### config.mk
export PLATFORM = sky130hd
export DESIGN_NAME = opcode_issuer
export DESIGN_NICKNAME = d
export VERILOG_FILES = /design/src/rtl/opcode_issuer.sv
export SDC_FILE = /design/constraint.sdc
export NUM_CORES = 1
export LEC_CHECK = 0
export CAP_MARGIN = 20
export CORE_MARGIN = 2
export CORE_UTILIZATION = 49
export DETAILED_ROUTE_END_ITERATION = 8
export GPL_TIMING_DRIVEN = 0
export PLACE_DENSITY_LB_ADDON = 0.2
export SLEW_MARGIN = 20
export SYNTH_ARGS = -nofsm -noshare
export SYNTH_HDL_FRONTEND = slang
export SYNTH_SLANG_ARGS = --single-unit
### constraint.sdc
create_clock -name clk -period 2.1 [get_ports clk]
set_input_delay 0.42 -clock clk [delete_from_list [all_inputs] [get_ports clk]]
set_output_delay 0.42 -clock clk [all_outputs]
set_load 0.02 [all_outputs]
### src/rtl/opcode_issuer.sv
// opcode_issuer: issue stage between instruction fetch and the opcode decoders.
// Fetched words are buffered in a circular FIFO. The head word's opcode and
// operand are presented one at a time. A word leaves the FIFO when the
// decoders return ack (retired) or when it has been presented for TIMEOUT
// cycles without an ack (illegal). After each word there is one GAP cycle in
// which the opcode bus reads zero.
//
// Parameters: DEPTH   FIFO entries (power of two, >= 2)
//             TIMEOUT max cycles a word is presented without ack (>= 1)
// Ports:      clk, rst_n        clock, synchronous active-low reset
//             instr_in/valid    word offered by fetch; instr_ready = slot free
//             opcode/operand    head word fields, zero when issue_valid low
//             issue_valid       opcode/operand being presented
//             ack               enable strobe from the decoders
//             retired/illegal   one-cycle pulses (GAP cycle) after ack/timeout
//             count             FIFO occupancy, 0..DEPTH
// Optional:   `define OPCODE_ISSUER_STATS_EN adds saturating 16-bit
//             retired_cnt / illegal_cnt outputs.
module opcode_issuer #(
  parameter int DEPTH   = 4,
  parameter int TIMEOUT = 4
) (
  input  logic                    clk,
  input  logic                    rst_n,
  input  logic [31:0]             instr_in,
  input  logic                    instr_valid,
  output logic                    instr_ready,
  output logic [5:0]              opcode,
  output logic [25:0]             operand,
  output logic                    issue_valid,
  input  logic                    ack,
  output logic                    retired,
  output logic                    illegal,
  output logic [$clog2(DEPTH):0]  count
`ifdef OPCODE_ISSUER_STATS_EN
  ,
  output logic [15:0]             retired_cnt,
  output logic [15:0]             illegal_cnt
`endif
);

  localparam int AW = $clog2(DEPTH);
  localparam int CW = AW + 1;
  localparam int TW = (TIMEOUT > 1) ? $clog2(TIMEOUT) : 1;

  typedef enum logic [1:0] {IDLE, PRESENT, GAP} state_t;

  state_t          state_q, state_d;
  logic [TW-1:0]   timer_q, timer_d;
  logic [AW-1:0]   rptr_q, wptr_q;
  logic [CW-1:0]   count_q, count_d;
  logic            retired_q, retired_d;
  logic            illegal_q, illegal_d;
  logic [31:0]     mem_q [DEPTH];
  logic            push, pop;

  // Ready looks only at the registered occupancy, so a pop in the same cycle
  // never makes room for a push.
  assign instr_ready = rst_n && (count_q < CW'(DEPTH));
  assign push        = instr_valid && instr_ready;
  assign count_d     = count_q + CW'(push) - CW'(pop);

  always_comb begin
    state_d   = state_q;
    timer_d   = timer_q;
    pop       = 1'b0;
    retired_d = 1'b0;
    illegal_d = 1'b0;
    case (state_q)
      IDLE: begin
        if (count_q != '0) begin
          state_d = PRESENT;
          timer_d = '0;
        end
      end
      PRESENT: begin
        timer_d = timer_q + TW'(1);
        // ack has priority over a timeout on the same edge
        if (ack) begin
          pop       = 1'b1;
          retired_d = 1'b1;
          state_d   = GAP;
        end else if (timer_q == TW'(TIMEOUT - 1)) begin
          pop       = 1'b1;
          illegal_d = 1'b1;
          state_d   = GAP;
        end
      end
      GAP: begin
        // count_q already reflects the pop of the word just finished
        if (count_q != '0) begin
          state_d = PRESENT;
          timer_d = '0;
        end else begin
          state_d = IDLE;
        end
      end
      default: state_d = IDLE;
    endcase
  end

  always_ff @(posedge clk) begin
    if (!rst_n) begin
      state_q   <= IDLE;
      timer_q   <= '0;
      rptr_q    <= '0;
      wptr_q    <= '0;
      count_q   <= '0;
      retired_q <= 1'b0;
      illegal_q <= 1'b0;
    end else begin
      state_q   <= state_d;
      timer_q   <= timer_d;
      count_q   <= count_d;
      retired_q <= retired_d;
      illegal_q <= illegal_d;
      if (push) wptr_q <= wptr_q + AW'(1);
      if (pop)  rptr_q <= rptr_q + AW'(1);
    end
  end

  // Storage needs no reset: entries are only visible through count/rptr.
  always_ff @(posedge clk) begin
    if (push) mem_q[wptr_q] <= instr_in;
  end

  assign issue_valid = (state_q == PRESENT);
  assign opcode      = issue_valid ? mem_q[rptr_q][31:26] : 6'd0;
  assign operand     = issue_valid ? mem_q[rptr_q][25:0]  : 26'd0;
  assign retired     = retired_q;
  assign illegal     = illegal_q;
  assign count       = count_q;

`ifdef OPCODE_ISSUER_STATS_EN
  logic [15:0] retired_cnt_q, illegal_cnt_q;

  // Counted on the edge that raises the pulse; saturate instead of wrapping.
  always_ff @(posedge clk) begin
    if (!rst_n) begin
      retired_cnt_q <= '0;
      illegal_cnt_q <= '0;
    end else begin
      if (retired_d && retired_cnt_q != 16'hFFFF) retired_cnt_q <= retired_cnt_q + 16'd1;
      if (illegal_d && illegal_cnt_q != 16'hFFFF) illegal_cnt_q <= illegal_cnt_q + 16'd1;
    end
  end

  assign retired_cnt = retired_cnt_q;
  assign illegal_cnt = illegal_cnt_q;
`endif

endmodule
Word level (Yosys, flattened, before mapping)
Memories as Yosys holds them, arrays and structs flattened. A register that Yosys moved wholly into a read port is not among the register bits.
Index checks and enable logic that the tools add are counted.

storage, ports and cells
  bits in latches = 0
  RAM bits = 128
  memory bits (read-only) = 0
  output and inout bits = 39
  register bits after elaboration = 13
  memories = 1
  bits of input ports = 36

operators by class
  div/mod/pow operators = 0
  bitwise gates (word level) = 2
  shifts and indexed selects = 0
  reductions and logical operators = 10
  muxes and demuxes = 17
  order comparisons = 1
  equal/unequal tests = 6
  $add $sub $neg = 5
  multipliers = 0

memories
  memory  words  bits a word  read ports  clocked after memory_dff  wr ports  line  text
  mem_q   4      32           1           1                         1         54    logic [31:0] mem_q [DEPTH];

operators with widths
  operator             number
  $mux 26              1
  $mux 2               6
  $mux 1               7
  $add 2x1->2 const B  3
  $mux 6               1
  $pmux 2 s3           1
  $reduce_and 2->1     3
  $eq 2x2->1 const B   2
  $pmux 2 s2           1
  $add 3x1->3          1
  $lt 3x3->1 const B   1
  $ne 3x1->1 const B   1
  $reduce_bool 3->1    1
  $reduce_or 3->1      1
  $sub 3x1->3          1
  $eq 2x1->1 const B   1
  $logic_and 1x1->1    2
  $logic_not 2->1      1
  $ne 2x1->1 const B   1
  $ne 2x2->1 const B   1
  $not 1->1            2
  $reduce_bool 2->1    1
  $reduce_or 2->1      1

Logic depth before layout (Yosys ltp)
  depth in word-level cells = 6
  depth in mapped cells = 11

Worst setup path after synthesis
OpenSTA, ideal clock, no wires.

  kind = reg2reg
  from = reg count_q[2], in the netlist count[2]
  to = reg count_q[2], in the netlist count[2]
  library setup time = 79 ps
  path slack = -127 ps
  period minus slack after synthesis = 2227 ps
  buffers on the path = 1
  cell stages (with the launch flop) = 12
  data arrival time = 2148 ps
  cells stage by stage = dfxtp_1 and3b_1 clkbuf_1 inv_1 ha_1 inv_1 ha_1 inv_1 fa_1 xor2_1 and2_1 nor3_1

on the way
  word-level cells in the longest chain between the ends = 5

ends and longest elaborated chain
  what                    line  text
  start, declared         51    logic [CW-1:0] count_q, count_d;
  start signal, assigned  114   count_q <= count_d;
  $lt 3x3->1              59    assign instr_ready = rst_n && (count_q < CW'(DEPTH));
  $logic_and 1x1->1       59
  $logic_and 1x1->1       60    assign push = instr_valid && instr_ready;
  $add 3x1->3 *           61    assign count_d = count_q + CW'(push) - CW'(pop);
  $sub 3x1->3 *           61

Mark *: on every way between the ends. The rest lies on a longest branch, timed or not.
A chain may end at the register's enable or synchronous reset.

==> results.sh <==
export IMPL_status="finished, violations left"
export IMPL_violations="setup timing"
export IMPL_yosysWarnings=0
export IMPL_p_leak_uw=0.00258
export IMPL_grt_first_pass_wirelength_um=15900
export IMPL_cts_hold_buf=0
export IMPL_p_sw_uw=2230
export IMPL_syn_avg_cell_area_um2=20.2
export IMPL_ir_drop_uv=652
export IMPL_rrSetupSlack_ps=80
export IMPL_first_pass_iters=4
export IMPL_rows=38
export IMPL_synth_compound_area_share_pct=1.31
export IMPL_vias=2825
export IMPL_drc=0
export IMPL_synthToLayoutAreaGrowth_pct=35.3
export IMPL_pre_cts_ws_ps=-739
export IMPL_cts_tree="built"
export IMPL_hold_violations=0
export IMPL_cts_buffer_depth=2
export IMPL_crit_end="operand[18]"
export IMPL_relSlewSlack_pct=64.2
export IMPL_worst_path_most_repeated_cell="buf_12"
export IMPL_cts_buffers=17
export IMPL_final_common_cell="edfxtp_1"
export IMPL_switching_share_pct=26.1
export IMPL_finClkSkew_ps=11.8
export IMPL_p_clk_share_pct=33.5
export IMPL_grt_max_degree=27
export IMPL_fmax_ghz=0.429
export IMPL_final_cell_mix="edfxtp_1, clkdlybuf4s50_1, and2_4, buf_6, mux4_2"
export IMPL_cp_cell_sequence="buf_12, buf_12, buf_16, mux4_2, and2_4, buf_6"
export IMPL_max_stage_delay_ps=490
export IMPL_final_net_count=426
export IMPL_layout_drive_gt1_share_pct=44.6
export IMPL_synth_top_family_by_area="multiplexers"
export IMPL_ys_types=30
export IMPL_dieArea_mm2=0.0122
export IMPL_synthTopCellsByArea="edfxtp_1, mux4_2, dfxtp_1"
export IMPL_r2r_cells=12
export IMPL_postSynthCellCount=275
export IMPL_setup_violations_final=32
export IMPL_ys_seq_elements=143
export IMPL_drv_slew=0
export IMPL_io_pins=75
export IMPL_period_minus_slack_ps=2330
export IMPL_rsz0062_at_grt="yes"
export IMPL_crit_type="flop to primary output"
export IMPL_ant_nets=0
export IMPL_tightest_slew_ps=538
export IMPL_antenna_found_initial=0
export IMPL_io_buffers=74
export IMPL_coreArea_mm2=0.0109
export IMPL_wl_um=10300
export IMPL_yosysTopAreaCell="edfxtp_1"
export IMPL_max_cap_violations=0
export IMPL_syn_nets=319
export IMPL_synthAdderAreaFrac_pct=1.94
export IMPL_end_kind="primary output"
export IMPL_r2r_end="count[2]$_SDFF_PN0_"
export IMPL_dieWidth_um=110
export IMPL_start_util_pct=50.7
export IMPL_dieHeight_um=110
export IMPL_synth_xor_area_share_pct=0.316
export IMPL_period_share_pct=111
export IMPL_grt_overflow_total=0
export IMPL_clk_insertion_delay_late_ps=410
export IMPL_hold_depth=1
export IMPL_synth_simple_gate_area_share_pct=6.09
export IMPL_worst_slack_ps=-233
export IMPL_synth_area_mm2=0.00554
export IMPL_cts_sinks=143
export IMPL_seq_area_frac_synth_pct=74.7
export IMPL_cts_root_buf="clkbuf_16"
export IMPL_dp_hpwl_um=6060
export IMPL_power_share_sequential_pct=39.6
export IMPL_synth_top_area_share_pct=69.3
export IMPL_place_gp_congestion=0.675
export IMPL_track_usage_pct=18.5
export IMPL_crit_fanout=7
export IMPL_cts_max_level=4
export IMPL_reg2reg_from="timer_q[0]$_SDFFE_PN0P_"
export IMPL_clkTransAtPathRegs_ps=60
export IMPL_drtIter0Drc=121
export IMPL_required_ps=1680
export IMPL_power_density_mw_per_mm2=1140
export IMPL_slowest_stage="mux4_2"
export IMPL_hold_slack_ps=472
export IMPL_power_frac_comb_pct=26.9
export IMPL_grt_pass1_vias=3017
export IMPL_synthMuxAreaShare_pct=13.1
export IMPL_num_antenna_cells=0
export IMPL_drt_wirelength_per_cell_um=19.2
export IMPL_cp_start_kind="flop"
export IMPL_crit_arrival_ps=1910
export IMPL_p_int_uw=6310
export IMPL_min_path_type="flop to flop"
export IMPL_viasPerCell=5.28
worst min path at each step:
| stage | startpoint | endpoint | slack [ps] |
|---|---|---|---|
| 6_report | timer_q[0]$_SDFFE_PN0P_ | timer_q[0]$_SDFFE_PN0P_ | 470 |
| 5_1_grt | timer_q[0]$_SDFFE_PN0P_ | timer_q[0]$_SDFFE_PN0P_ | 480 |
| 4_1_cts | rptr_q[1]$_SDFFE_PN0P_ | rptr_q[1]$_SDFFE_PN0P_ | 490 |
| 3_5_place_dp | rptr_q[1]$_SDFFE_PN0P_ | rptr_q[1]$_SDFFE_PN0P_ | 480 |
| 3_3_place_gp | timer_q[0]$_SDFFE_PN0P_ | timer_q[0]$_SDFFE_PN0P_ | 450 |
| 2_1_floorplan | timer_q[0]$_SDFFE_PN0P_ | timer_q[0]$_SDFFE_PN0P_ | 440 |
power by group through the flow:
stage                     logic (µW)  clock network [µW]  registers (µW)
final                           2300                2860            3380
after global routing            2480                3040            3400
after CTS                       2270                2900            3370
after detailed placement        1810                   0            3410
after global placement          1760                   0            3410
after floorplan                 1040                   0            3430
sequential cells by signal, summed over array words and instances, names as in the netlist, named ones only:
| signal | count |
|---|---|
| mem_q | 128 |
| count | 3 |
| rptr_q | 2 |
| state_q | 2 |
| timer_q | 2 |
| wptr_q | 2 |
| illegal | 1 |
| retired | 1 |
cells by family (layout without fill, tap and decap cells):
group / count (synthesis) / count (layout)
flip-flops: 143 / 143
adder cells (fa/ha/maj): 8 / 8
multiplexers: 32 / 32
AO/OA/AOI/OAI: 12 / 12
AND/OR/NAND/NOR: 58 / 58
buffers and inverters: 20 / 140
XOR/XNOR: 2 / 2
worst max-delay path: cells and delay by family, from the launching register on:
kind,cells,cell delay (ps)
buf+inv,4,500
flops,1,350
simple gates,1,160
mux,1,490
through the flow:
| step | util [%] | TNS [ps] | instances | total power [µW] | area [µm²] |
|---|---|---|---|---|---|
| after floorplan | - | 0 | 275 | 4470 | 5560 |
| after global placement | 59.2 | -144330 | 489 | 5170 | 6470 |
| after detailed placement | 60.1 | -33770 | 493 | 5220 | 6570 |
| after CTS | 68.3 | -5270 | 534 | 8530 | 7470 |
| after global routing | 68.6 | -6630 | 535 | 8920 | 7500 |
| final | 68.6 | -4550 | 535 | 8540 | 7500 |
timing repair:
action / in CTS / in global routing
gates resized for setup: 250 / 20
setup endpoints to repair: 36 / 34
setup buffers: 6 / 3
pin swaps: 28 / 11
gates cloned: 3 / 0
cells in the mapped netlist, drive strengths merged:
cell type and number:
o31ai 2, and3b 1, mux4 32, clkinv 1, fa 1, dfxtp 15
inv 7, buf 8, or4 1, or3 1, a211oi 1, nor3 2
xnor2 1, a21oi 4, nand2 3, and3 1, a2bb2oi 1, ha 7
xor2 1, and2 38, nor3b 1, edfxtp 128, nor2 8, o21ai 3
a31oi 1, nand2b 2, clkbuf 4
layout make-up:
cell class	instances	area, µm²
Tap cell	140	175
Multi-Input combinational cell	112	1420
Inverter	8	31.3
Fill cell	734	3430
Clock buffer	19	433
Buffer	11	130
Timing Repair Buffer	89	1030
Sequential cell	143	4150
Clock inverter	13	139
per-layer routing:
layer	part of all wire, %	routed length (µm)	GRT usage, %
met1	43	4380	23.6
met2	52	5390	30.8
met3	4.3	440	5.58
met4	0.70	72	5.45
met5	0	0	0
(Power assumes the default switching activity.)
